===== config.mk =====
export PLATFORM = sky130hd
export DESIGN_NAME = fp32_minmax_acc_flat
export DESIGN_NICKNAME = d
export VERILOG_FILES = /design/src/rtl/fp32_minmax_acc_if.sv /design/src/rtl/fp32_minmax_acc.sv /design/src/flat_wrapper.sv
export SDC_FILE = /design/constraint.sdc
export NUM_CORES = 1
export LEC_CHECK = 0
export ABC_AREA = 1
export BUFFER_PORTS_ARGS = -buffer_cell sky130_fd_sc_hd__buf_2
export CORE_MARGIN = 4
export CORE_UTILIZATION = 60
export CTS_CLUSTER_SIZE = 10
export DETAILED_ROUTE_END_ITERATION = 10
export GPL_ROUTABILITY_DRIVEN = 0
export PLACE_DENSITY = 0.82
export SYNTH_ARGS = -nofsm -noshare
export SYNTH_HDL_FRONTEND = slang
export SYNTH_SLANG_ARGS = --single-unit

===== constraint.sdc =====
create_clock -name clk -period 5.1 [get_ports clk]
set_input_delay 0 -clock clk [delete_from_list [all_inputs] [get_ports clk]]
set_output_delay 0 -clock clk [all_outputs]
set_load 0.03 [all_outputs]

===== src/rtl/fp32_minmax_acc_if.sv =====
// ---------------------------------------------------------------------------
// fp32_minmax_acc_if
//   Bundles the input element stream and the result beat of fp32_minmax_acc.
//
//   Input stream : s_valid, s_ready, s_data[31:0], s_last
//   Result beat  : m_valid, m_ready, m_min, m_max, m_min_idx, m_max_idx,
//                  m_count, m_nan_seen
//
//   Modports:
//     slave  - the reducer (consumes s_*, produces m_*)
//     master - the environment (produces s_*, consumes m_*)
// ---------------------------------------------------------------------------
interface fp32_minmax_acc_if #(
    parameter int IDX_W = 16
);
    logic             s_valid;
    logic             s_ready;
    logic [31:0]      s_data;
    logic             s_last;
    logic             m_valid;
    logic             m_ready;
    logic [31:0]      m_min;
    logic [31:0]      m_max;
    logic [IDX_W-1:0] m_min_idx;
    logic [IDX_W-1:0] m_max_idx;
    logic [IDX_W-1:0] m_count;
    logic             m_nan_seen;

    modport slave (
        input  s_valid, s_data, s_last, m_ready,
        output s_ready, m_valid, m_min, m_max, m_min_idx, m_max_idx,
               m_count, m_nan_seen
    );

    modport master (
        output s_valid, s_data, s_last, m_ready,
        input  s_ready, m_valid, m_min, m_max, m_min_idx, m_max_idx,
               m_count, m_nan_seen
    );
endinterface


===== src/rtl/fp32_minmax_acc.sv =====
// ---------------------------------------------------------------------------
// fp32_minmax_acc
//   Streaming fp32 min/max reducer. Accepts one element per cycle while in
//   ACC, and at the end of a frame presents min, max, their 0-based indices,
//   the saturating element count and a NaN-seen flag as one result beat
//   (HOLD). One bubble cycle separates frames.
//
//   Ports:
//     clk  - clock, all state on rising edge
//     rst  - synchronous active-high reset
//     bus  - fp32_minmax_acc_if.slave (s_* element stream, m_* result beat)
//
//   Optional feature macro: FP32_MINMAX_NAN_PROP_EN
//     defined   : any NaN in the frame forces min = max = 0x7FC00000 and
//                 both indices report the first NaN's index.
//     undefined : NaNs are skipped for min/max, still flagged in m_nan_seen.
// ---------------------------------------------------------------------------
module fp32_minmax_acc #(
    parameter int IDX_W = 16
) (
    input  logic                 clk,
    input  logic                 rst,
    fp32_minmax_acc_if.slave     bus
);

    localparam logic [0:0]       ST_ACC  = 1'b0;
    localparam logic [0:0]       ST_HOLD = 1'b1;
    localparam logic [31:0]      QNAN    = 32'h7FC0_0000;
    localparam logic [IDX_W-1:0] IDX_MAX = {IDX_W{1'b1}};
    localparam logic [IDX_W-1:0] IDX_ZERO = {IDX_W{1'b0}};

    // Ordering key: monotonic unsigned mapping of fp32 bit patterns.
    function automatic logic [31:0] fp_key(input logic [31:0] v);
        fp_key = v[31] ? ~v : {1'b1, v[30:0]};
    endfunction

    // Comparator: a < b for non-NaN operands; -0 and +0 compare equal.
    function automatic logic fp_lt(input logic [31:0] a, input logic [31:0] b);
        if ((a[30:0] == 31'd0) && (b[30:0] == 31'd0)) begin
            fp_lt = 1'b0;
        end else begin
            fp_lt = fp_key(a) < fp_key(b);
        end
    endfunction

    logic [0:0]       state_r;
    logic [31:0]      acc_min_r, acc_max_r;
    logic [IDX_W-1:0] acc_min_idx_r, acc_max_idx_r, acc_count_r, acc_nan_idx_r;
    logic             acc_have_r, acc_nan_r;

    logic [31:0]      res_min_r, res_max_r;
    logic [IDX_W-1:0] res_min_idx_r, res_max_idx_r, res_count_r;
    logic             res_nan_r;

    logic             is_nan_s, accept_s;
    logic [31:0]      nxt_min_s, nxt_max_s;
    logic [IDX_W-1:0] nxt_min_idx_s, nxt_max_idx_s, nxt_count_s, nxt_nan_idx_s;
    logic             nxt_have_s, nxt_nan_s;
    logic [31:0]      fin_min_s, fin_max_s;
    logic [IDX_W-1:0] fin_min_idx_s, fin_max_idx_s;

    assign is_nan_s = (bus.s_data[30:23] == 8'hFF) && (bus.s_data[22:0] != 23'd0);
    assign accept_s = bus.s_valid && (state_r == ST_ACC);

    // Fold the current input element into the running accumulators.
    always_comb begin
        nxt_min_s     = acc_min_r;
        nxt_max_s     = acc_max_r;
        nxt_min_idx_s = acc_min_idx_r;
        nxt_max_idx_s = acc_max_idx_r;
        nxt_have_s    = acc_have_r;
        nxt_nan_s     = acc_nan_r;
        nxt_nan_idx_s = acc_nan_idx_r;
        // Element index is the pre-increment count, so it saturates with it.
        if (acc_count_r == IDX_MAX) begin
            nxt_count_s = acc_count_r;
        end else begin
            nxt_count_s = acc_count_r + IDX_W'(1);
        end
        if (is_nan_s) begin
            nxt_nan_s = 1'b1;
            if (!acc_nan_r) begin
                nxt_nan_idx_s = acc_count_r;
            end else begin
                nxt_nan_idx_s = acc_nan_idx_r;
            end
        end else if (!acc_have_r) begin
            nxt_have_s    = 1'b1;
            nxt_min_s     = bus.s_data;
            nxt_max_s     = bus.s_data;
            nxt_min_idx_s = acc_count_r;
            nxt_max_idx_s = acc_count_r;
        end else begin
            // Strict comparisons: ties keep the earlier element.
            if (fp_lt(bus.s_data, acc_min_r)) begin
                nxt_min_s     = bus.s_data;
                nxt_min_idx_s = acc_count_r;
            end else begin
                nxt_min_s     = acc_min_r;
                nxt_min_idx_s = acc_min_idx_r;
            end
            if (fp_lt(acc_max_r, bus.s_data)) begin
                nxt_max_s     = bus.s_data;
                nxt_max_idx_s = acc_count_r;
            end else begin
                nxt_max_s     = acc_max_r;
                nxt_max_idx_s = acc_max_idx_r;
            end
        end
    end

    // Final result values for a frame that ends with the current element.
    always_comb begin
        fin_min_s     = QNAN;
        fin_max_s     = QNAN;
        fin_min_idx_s = IDX_ZERO;
        fin_max_idx_s = IDX_ZERO;
`ifdef FP32_MINMAX_NAN_PROP_EN
        if (nxt_nan_s) begin
            fin_min_idx_s = nxt_nan_idx_s;
            fin_max_idx_s = nxt_nan_idx_s;
        end else if (nxt_have_s) begin
            fin_min_s     = nxt_min_s;
            fin_max_s     = nxt_max_s;
            fin_min_idx_s = nxt_min_idx_s;
            fin_max_idx_s = nxt_max_idx_s;
        end else begin
            fin_min_idx_s = IDX_ZERO;
            fin_max_idx_s = IDX_ZERO;
        end
`else
        // An all-NaN frame keeps the canonical quiet NaN with index 0.
        if (nxt_have_s) begin
            fin_min_s     = nxt_min_s;
            fin_max_s     = nxt_max_s;
            fin_min_idx_s = nxt_min_idx_s;
            fin_max_idx_s = nxt_max_idx_s;
        end else begin
            fin_min_idx_s = IDX_ZERO;
            fin_max_idx_s = IDX_ZERO;
        end
`endif
    end

    // State, frame accumulators and registered result beat.
    always_ff @(posedge clk) begin
        if (rst) begin
            state_r       <= ST_ACC;
            acc_min_r     <= 32'd0;
            acc_max_r     <= 32'd0;
            acc_min_idx_r <= IDX_ZERO;
            acc_max_idx_r <= IDX_ZERO;
            acc_count_r   <= IDX_ZERO;
            acc_nan_idx_r <= IDX_ZERO;
            acc_have_r    <= 1'b0;
            acc_nan_r     <= 1'b0;
            res_min_r     <= 32'd0;
            res_max_r     <= 32'd0;
            res_min_idx_r <= IDX_ZERO;
            res_max_idx_r <= IDX_ZERO;
            res_count_r   <= IDX_ZERO;
            res_nan_r     <= 1'b0;
        end else begin
            case (state_r)
                ST_ACC: begin
                    if (accept_s) begin
                        acc_min_r     <= nxt_min_s;
                        acc_max_r     <= nxt_max_s;
                        acc_min_idx_r <= nxt_min_idx_s;
                        acc_max_idx_r <= nxt_max_idx_s;
                        acc_count_r   <= nxt_count_s;
                        acc_nan_idx_r <= nxt_nan_idx_s;
                        acc_have_r    <= nxt_have_s;
                        acc_nan_r     <= nxt_nan_s;
                        if (bus.s_last) begin
                            res_min_r     <= fin_min_s;
                            res_max_r     <= fin_max_s;
                            res_min_idx_r <= fin_min_idx_s;
                            res_max_idx_r <= fin_max_idx_s;
                            res_count_r   <= nxt_count_s;
                            res_nan_r     <= nxt_nan_s;
                            state_r       <= ST_HOLD;
                        end else begin
                            state_r       <= ST_ACC;
                        end
                    end else begin
                        state_r <= ST_ACC;
                    end
                end
                ST_HOLD: begin
                    if (bus.m_ready) begin
                        acc_min_r     <= 32'd0;
                        acc_max_r     <= 32'd0;
                        acc_min_idx_r <= IDX_ZERO;
                        acc_max_idx_r <= IDX_ZERO;
                        acc_count_r   <= IDX_ZERO;
                        acc_nan_idx_r <= IDX_ZERO;
                        acc_have_r    <= 1'b0;
                        acc_nan_r     <= 1'b0;
                        state_r       <= ST_ACC;
                    end else begin
                        state_r <= ST_HOLD;
                    end
                end
                default: begin
                    state_r <= ST_ACC;
                end
            endcase
        end
    end

    assign bus.s_ready    = (state_r == ST_ACC);
    assign bus.m_valid    = (state_r == ST_HOLD);
    assign bus.m_min      = res_min_r;
    assign bus.m_max      = res_max_r;
    assign bus.m_min_idx  = res_min_idx_r;
    assign bus.m_max_idx  = res_max_idx_r;
    assign bus.m_count    = res_count_r;
    assign bus.m_nan_seen = res_nan_r;

endmodule


===== src/flat_wrapper.sv =====
// flat-port wrapper written by rule: the top's interface ports become plain ports
module fp32_minmax_acc_flat 
#(
    parameter int IDX_W = 16
)
  (clk, rst, bus_s_valid, bus_s_data, bus_s_last, bus_m_ready, bus_s_ready, bus_m_valid, bus_m_min, bus_m_max, bus_m_min_idx, bus_m_max_idx, bus_m_count, bus_m_nan_seen);
  fp32_minmax_acc_if #(.IDX_W(IDX_W)) bus_i ();
  input  logic clk;
  input  logic rst;
  input wire logic [$bits(bus_i.s_valid)-1:0] bus_s_valid;
  input wire logic [$bits(bus_i.s_data)-1:0] bus_s_data;
  input wire logic [$bits(bus_i.s_last)-1:0] bus_s_last;
  input wire logic [$bits(bus_i.m_ready)-1:0] bus_m_ready;
  output wire logic [$bits(bus_i.s_ready)-1:0] bus_s_ready;
  output wire logic [$bits(bus_i.m_valid)-1:0] bus_m_valid;
  output wire logic [$bits(bus_i.m_min)-1:0] bus_m_min;
  output wire logic [$bits(bus_i.m_max)-1:0] bus_m_max;
  output wire logic [$bits(bus_i.m_min_idx)-1:0] bus_m_min_idx;
  output wire logic [$bits(bus_i.m_max_idx)-1:0] bus_m_max_idx;
  output wire logic [$bits(bus_i.m_count)-1:0] bus_m_count;
  output wire logic [$bits(bus_i.m_nan_seen)-1:0] bus_m_nan_seen;
  assign bus_i.s_valid = bus_s_valid;
  assign bus_i.s_data = bus_s_data;
  assign bus_i.s_last = bus_s_last;
  assign bus_i.m_ready = bus_m_ready;
  assign bus_s_ready = bus_i.s_ready;
  assign bus_m_valid = bus_i.m_valid;
  assign bus_m_min = bus_i.m_min;
  assign bus_m_max = bus_i.m_max;
  assign bus_m_min_idx = bus_i.m_min_idx;
  assign bus_m_max_idx = bus_i.m_max_idx;
  assign bus_m_count = bus_i.m_count;
  assign bus_m_nan_seen = bus_i.m_nan_seen;
  fp32_minmax_acc #(.IDX_W(IDX_W)) u_core (.clk(clk), .rst(rst), .bus(bus_i));
endmodule

# Yosys cells after proc, flatten, opt, wreduce, memory -nomap -nowiden
# Index checks and enable logic that the tools add are counted.
dict set report classes {
  n_addsub 1
  multipliers 0
  div 0
  magnitude_cmp 2
  n_eq_ne 4
  shifts 0
  muxes 49
  bitwise 4
  n_reduce_logical 10
}
# op count
set ops {}
lappend ops {{32-bit two-way mux} 14}
lappend ops {{16-bit two-way mux} 13}
lappend ops {{32-bit case mux with 2 select lines} 2}
lappend ops {{32-bit inverter} 3}
lappend ops {{16-bit case mux with 2 select lines} 3}
lappend ops {{31-bit logical NOT} 3}
lappend ops {{32-bit < comparator} 2}
lappend ops {{23-bit nonzero test} 1}
lappend ops {{16-bit by 1-bit adder with 16-bit output (second input constant)} 1}
lappend ops {{16-bit equality test (second input constant)} 1}
lappend ops {{1-bit two-way mux} 14}
lappend ops {{8-bit equality test (second input constant)} 1}
lappend ops {{1-bit case mux with 2 select lines} 3}
lappend ops {{1-bit logical AND} 4}
lappend ops {{3-bit AND reduction} 1}
lappend ops {{2-bit by 1-bit != test with 1-bit output (second input constant)} 1}
lappend ops {{2-bit != test (second input constant)} 1}
lappend ops {{2-bit AND reduction} 1}
lappend ops {{1-bit inverter} 1}
dict set report word_totals {
  ff_bits 228
  latchBits 0
  mem_bits_rw 0
  mem_bits_ro 0
  input_bits 37
  output_inout_bits 115
  wordCells 84
  memories 0
}

# Longest topological paths before layout
dict set report logic_depth {
  ltp_word 11
  mapped_depth 23
  depth_no_buf 21
}

# Worst setup path after synthesis
# No wires, ideal clock.
dict set report synth_path {
  path_kind {register -> register}
  startpoint {register u_core.acc_min_r[31]}
  endpoint {register u_core.acc_min_r[10]}
  setup_ns 0.132
  arrival_time_ns 2.576
  required_ns 4.968
  path_slack_ns 2.392
  path_stages_with_launch 18
  n_path_buf 4
  period_less_slack_ns 2.708
  path_cell_list {dfxtp_1 > buf_2 > buf_1 > xnor2_1 > ha_1 > a21oi_1 > o21a_1 > o21ai_0 > nand2_1 > nand3_1 > nor2_1 > nand2_1 > nand2_1 > buf_2 > buf_2 > nand3_1 > nand3_1 > a21oi_1}
}
dict set report synth_via {
  elab_chain_len 11
}
# element line_no
set synth_lines {}
lappend synth_lines {{start: declaration} fp32_minmax_acc.sv:47} ;# logic [31:0] acc_min_r, acc_max_r;
lappend synth_lines {{start signal: assignment} fp32_minmax_acc.sv:167} ;# acc_min_r <= nxt_min_s;
lappend synth_lines {{32-bit inverter} fp32_minmax_acc.sv:34} ;# fp_key = v[31] ? ~v : {1'b1, v[30:0]};
lappend synth_lines {{32-bit two-way mux (*)} fp32_minmax_acc.sv:34}
lappend synth_lines {{32-bit < comparator (*)} fp32_minmax_acc.sv:42} ;# fp_lt = fp_key(a) < fp_key(b);
lappend synth_lines {{1-bit two-way mux (*)} fp32_minmax_acc.sv:39} ;# if ((a[30:0] == 31'd0) && (b[30:0] == 31'd0)) begin
lappend synth_lines {{1-bit two-way mux (*)} fp32_minmax_acc.sv:87} ;# end else if (!acc_have_r) begin
lappend synth_lines {{1-bit two-way mux (*)} fp32_minmax_acc.sv:80} ;# if (is_nan_s) begin
lappend synth_lines {{32-bit two-way mux (*)} fp32_minmax_acc.sv:95} ;# if (fp_lt(bus.s_data, acc_min_r)) begin
lappend synth_lines {{32-bit two-way mux (*)} fp32_minmax_acc.sv:87}
lappend synth_lines {{32-bit two-way mux (*)} fp32_minmax_acc.sv:80}
lappend synth_lines {{32-bit two-way mux (*)} fp32_minmax_acc.sv:166} ;# if (accept_s) begin
lappend synth_lines {{32-bit case mux with 2 select lines (*)} fp32_minmax_acc.sv:164} ;# case (state_r)
# Every way passes the cells marked *; elsewhere a longest branch is shown, timed or not. The select of a mux whose other input is x is not followed.
# A chain may end at the register's enable or synchronous reset.

# Final worst setup path
dict set report layout_path {
  startpoint {register u_core.acc_max_r[31]}
  endpoint {register u_core.acc_max_idx_r[12]}
}
dict set report layout_via {
  elab_chain_len 11
}
# element line_no
set layout_lines {}
lappend layout_lines {{start: declaration} fp32_minmax_acc.sv:47}
lappend layout_lines {{start signal: assignment} fp32_minmax_acc.sv:168} ;# acc_max_r <= nxt_max_s;
lappend layout_lines {{32-bit inverter} fp32_minmax_acc.sv:34}
lappend layout_lines {{32-bit two-way mux (*)} fp32_minmax_acc.sv:34}
lappend layout_lines {{32-bit < comparator (*)} fp32_minmax_acc.sv:42}
lappend layout_lines {{1-bit two-way mux (*)} fp32_minmax_acc.sv:39}
lappend layout_lines {{1-bit two-way mux (*)} fp32_minmax_acc.sv:87}
lappend layout_lines {{1-bit two-way mux (*)} fp32_minmax_acc.sv:80}
lappend layout_lines {{16-bit two-way mux (*)} fp32_minmax_acc.sv:102} ;# if (fp_lt(acc_max_r, bus.s_data)) begin
lappend layout_lines {{16-bit two-way mux (*)} fp32_minmax_acc.sv:87}
lappend layout_lines {{16-bit two-way mux (*)} fp32_minmax_acc.sv:80}
lappend layout_lines {{16-bit two-way mux (*)} fp32_minmax_acc.sv:166}
lappend layout_lines {{16-bit case mux with 2 select lines (*)} fp32_minmax_acc.sv:164}
lappend layout_lines {{end signal: assignment} fp32_minmax_acc.sv:170} ;# acc_max_idx_r <= nxt_max_idx_s;
lappend layout_lines {{end: declaration} fp32_minmax_acc.sv:48} ;# logic [IDX_W-1:0] acc_min_idx_r, acc_max_idx_r, acc_count_r, acc_nan_idx_r;
# Marked as above.

==> flow_metrics.py <==
metrics = {
    "critical_path": {
        "path_class": "register to register",
        "required_ns": 5.56,
        "startpoint_type": "register",
        "crit_fanout": 33,
        "arrival_ns": 4.18,
        "critPathCaptureType": "register",
        "worstPathCellList": "buf_4 > xor2_1 > ha_1 > a21oi_1 > nor2_1 > a211oi_1 > a21oi_1 > nor2_1 > nand2_1 > nand2_2 > nand2_1 > buf_12 > nand2_1 > nand3_1 > a21oi_1",
        "r2r_slack_ns": 1.38,
        "slowest_delay_ns": 0.91,
        "slowest_stage": "dfxtp_1",
    },
    "synthesis": {
        "ys_seq_area_share_pct": 35.8,
        "synthCells": 1861,
        "yosys.area.top_type_share_pct": 35.8,
        "syn_avg_cell_area_um2": 6.86,
        "synth_nets": 1961,
        "netlist_area_um2": 12800,
        "synth-seq-cells": 228,
        "synth_top_area_cell": "dfxtp_1",
        "synth_most_common_cell": "nand2_1",
        "netlist_top_cells_area": "dfxtp_1, nand2_1, nand3_1, a21oi_1, inv_1",
        "ys_warn_count": 0,
        "async_flop_share_pct": 0,
        "synth.top_cells.by_count": "nand2_1, nand3_1, dfxtp_1, a21oi_1, inv_1",
        "synth_edf_count": 0,
        "ys.flop_type": "dfxtp_1",
        "synthDistinctLibCells": 35,
    },
    "sta": {
        "rsz0062_at_grt": "false",
        "fin_skew_ns": 0.00836,
        "final_hold_viol_count": 0,
        "max_freq_mhz": 269,
        "fin_setup_tns_ns": 0,
        "slew_headroom_pct": 22.8,
        "maxSlewViolCount": 0,
        "hold_slack_ns": 0.0277,
        "fin_crit_sh_pct": 72.9,
        "fin_ws_ns": 1.38,
        "worst_pin_slew_ns": 1.16,
        "period_needed_ns": 3.72,
        "setup_viol": 0,
    },
    "run_status": {
        "status": "complete, no violations",
    },
    "cts": {
        "htreeDepth": 1,
        "numCtsBuffers": 27,
        "cts_max_path_buffers": 3,
        "cts_tree": "built",
        "insertion_delay_ns": 0.54,
        "clock-sinks": 228,
        "cts_root_buf": "clkbuf_16",
        "postCtsSetupBuffers": 0,
        "cts.clk_slew.worst_paths_ns": 0.06,
    },
    "final_layout": {
        "stdcell_count": 2252,
        "drive_above_1_share_pct": 10.6,
        "nNetsFinal": 2072,
        "fillers": 1824,
        "area_growth_pct": 13.9,
        "num_antenna_cells": 0,
        "stdcell_area_um2": 14500,
    },
    "global_route": {
        "grt_pass1_vias": 12057,
        "grt_pass1_wl_mm": 58.4,
        "grt_max_degree": 101,
        "antenna_found_initial": 0,
        "grt_usage_pct": 29.0,
        "overflow": 0,
    },
    "detailed_routing": {
        "wirelength_mm": 35.6,
        "route.detailed.drc": 0,
        "vias": 12723,
        "wire_per_inst_um": 15.8,
        "viasPerCell": 5.65,
        "drtIter0Drc": 1081,
        "drt_pass1_iterations": 8,
        "drtAntennaViolNets": 0,
    },
    "power": {
        "p_int_mw": 3.24,
        "pwr_density_cell_nw_per_um2": 329,
        "p_comb_share_pct": 23.2,
        "cellLeakagePower_nw": 6.65,
        "irDropWorstVdd_mv": 0.282,
        "pwr-share-clk_pct": 35.2,
        "switching_power_mw": 1.53,
        "p_seq_share_pct": 41.6,
        "p_sw_share_pct": 32.1,
    },
    "place": {
        "placed_cell_area_um2": 13500,
        "pre_cts_ws_ns": 1.48,
        "port-buffer-count": 151,
        "place_inst": 2186,
        "dpl.hpwl_mm": 23.6,
    },
    "die": {
        "rows": 53,
        "die_w_um": 154,
        "core_area_um2": 21000,
        "fp.dieH_um": 154,
        "pin_count": 152,
        "dieArea_um2": 23700,
        "start_util_pct": 60.9,
    },
    "run": {
        "maxCapViolations": 0,
    },
    "min_path": {
        "hp-class": "input port to register",
    },
}
[routing by layer]
layer | track usage (%) | vias to the layer above | routed length (um)
li1 | - | 6250 | -
met1 | 37.4 | 5864 | 14900
met2 | 49.7 | 526 | 16900
met3 | 4.50 | 83 | 2690
met4 | 10.1 | 0 | 1030
met5 | 0 | - | 0
[cell usage in the layout (no fill, tap or decap), types with 2 or more instances in the layout]
master           n
ha_1            63
inv_1          222
buf_2          150
nor3_1          11
buf_12           2
nand4_1         23
o21bai_1        12
nor4_1           5
nand3_1        289
dlygate4sd3_1   32
dfxtp_1        227
nand2_2          2
a21oi_1        227
nor2_1          43
xor2_1          40
clkbuf_1         4
a211oi_1         3
o21ai_0         27
clkbuf_16       27
o22ai_1          2
inv_2            7
xnor2_1         58
buf_4           11
nand2_1        453
o21a_1          19
[repair_timing]
action                    in CTS  in global routing
gates resized for setup        0                  0
hold buffers                  32                  0
hold endpoints to repair     110                  0
[layout make-up]
type	instances	area (um^2)	area share (%)
inverters	232	875	6.02
multi-input cells	1287	6820	46.9
clock buffers	32	704	4.85
well taps	275	344	2.37
clock inverters	2	28.8	0.198
repair buffers	196	1200	8.29
flip-flops and latches	228	4570	31.4
[worst paths after layout]
kind | start | endpoint | cells past startpoint
setup / recovery | u_core.acc_max_r[31] | u_core.acc_max_idx_r[12] | 15
hold / removal | bus_s_data[23] | u_core.acc_max_r[23] | 5
setup reg to reg | u_core.acc_max_r[31] | u_core.acc_max_idx_r[12] | 15
hold reg to reg | u_core.bus.m_min[21] | u_core.bus.m_min[21] | 2
[worst max-delay path, delay by kind of cell, from the launching register on]
kind / cells / cell delay (ns)
fa+ha+maj: 1 / 0.26
xor+xnor: 1 / 0.18
buf+inv: 2 / 0.77
flops: 1 / 0.91
simple gates: 7 / 0.90
compound gates: 4 / 0.61
[registers in the layout, summed over array words and instances, names as in the netlist, 16 cells and up]
register,flops
u_core.bus.m_max_idx,16
u_core.bus.m_max,32
u_core.acc_max_idx_r,16
u_core.acc_min_idx_r,16
u_core.acc_max_r,32
u_core.bus.m_min_idx,16
u_core.acc_count_r,16
u_core.bus.m_min,32
u_core.bus.m_count,16
u_core.acc_min_r,32
[power by group through the flow]
stage	Clock, mW	Sequential, mW	Combinational (mW)
global route	1.77	2.00	1.25
global placement	0	2.02	1.04
floorplan	0	2.08	0.741
CTS	1.70	1.98	1.10
detailed placement	0	2.02	1.08
finish	1.68	1.99	1.11
[kinds of logic (layout without fill, tap and decap cells)]
kind of cell / after synthesis / after routing / share of synthesized area [%]
and+or+nand+nor: 834 / 834 / 28.3
buffers and inverters: 346 / 462 / 10.9
AOI/OAI and AO/OA: 292 / 292 / 12.2
DFF: 228 / 228 / 35.8
xor gates and xnor gates: 98 / 98 / 6.72
adders and majority gates: 63 / 63 / 6.17
[per-stage QoR]
step / util [%] / power, mW
2_1_floorplan: - / 2.83
3_3_place_gp: 64.4 / 3.06
4_1_cts: 69.4 / 4.79
6_report: 69.4 / 4.78
5_1_grt: 69.4 / 5.02
3_5_place_dp: 64.4 / 3.10
(Power assumes the default switching activity.)
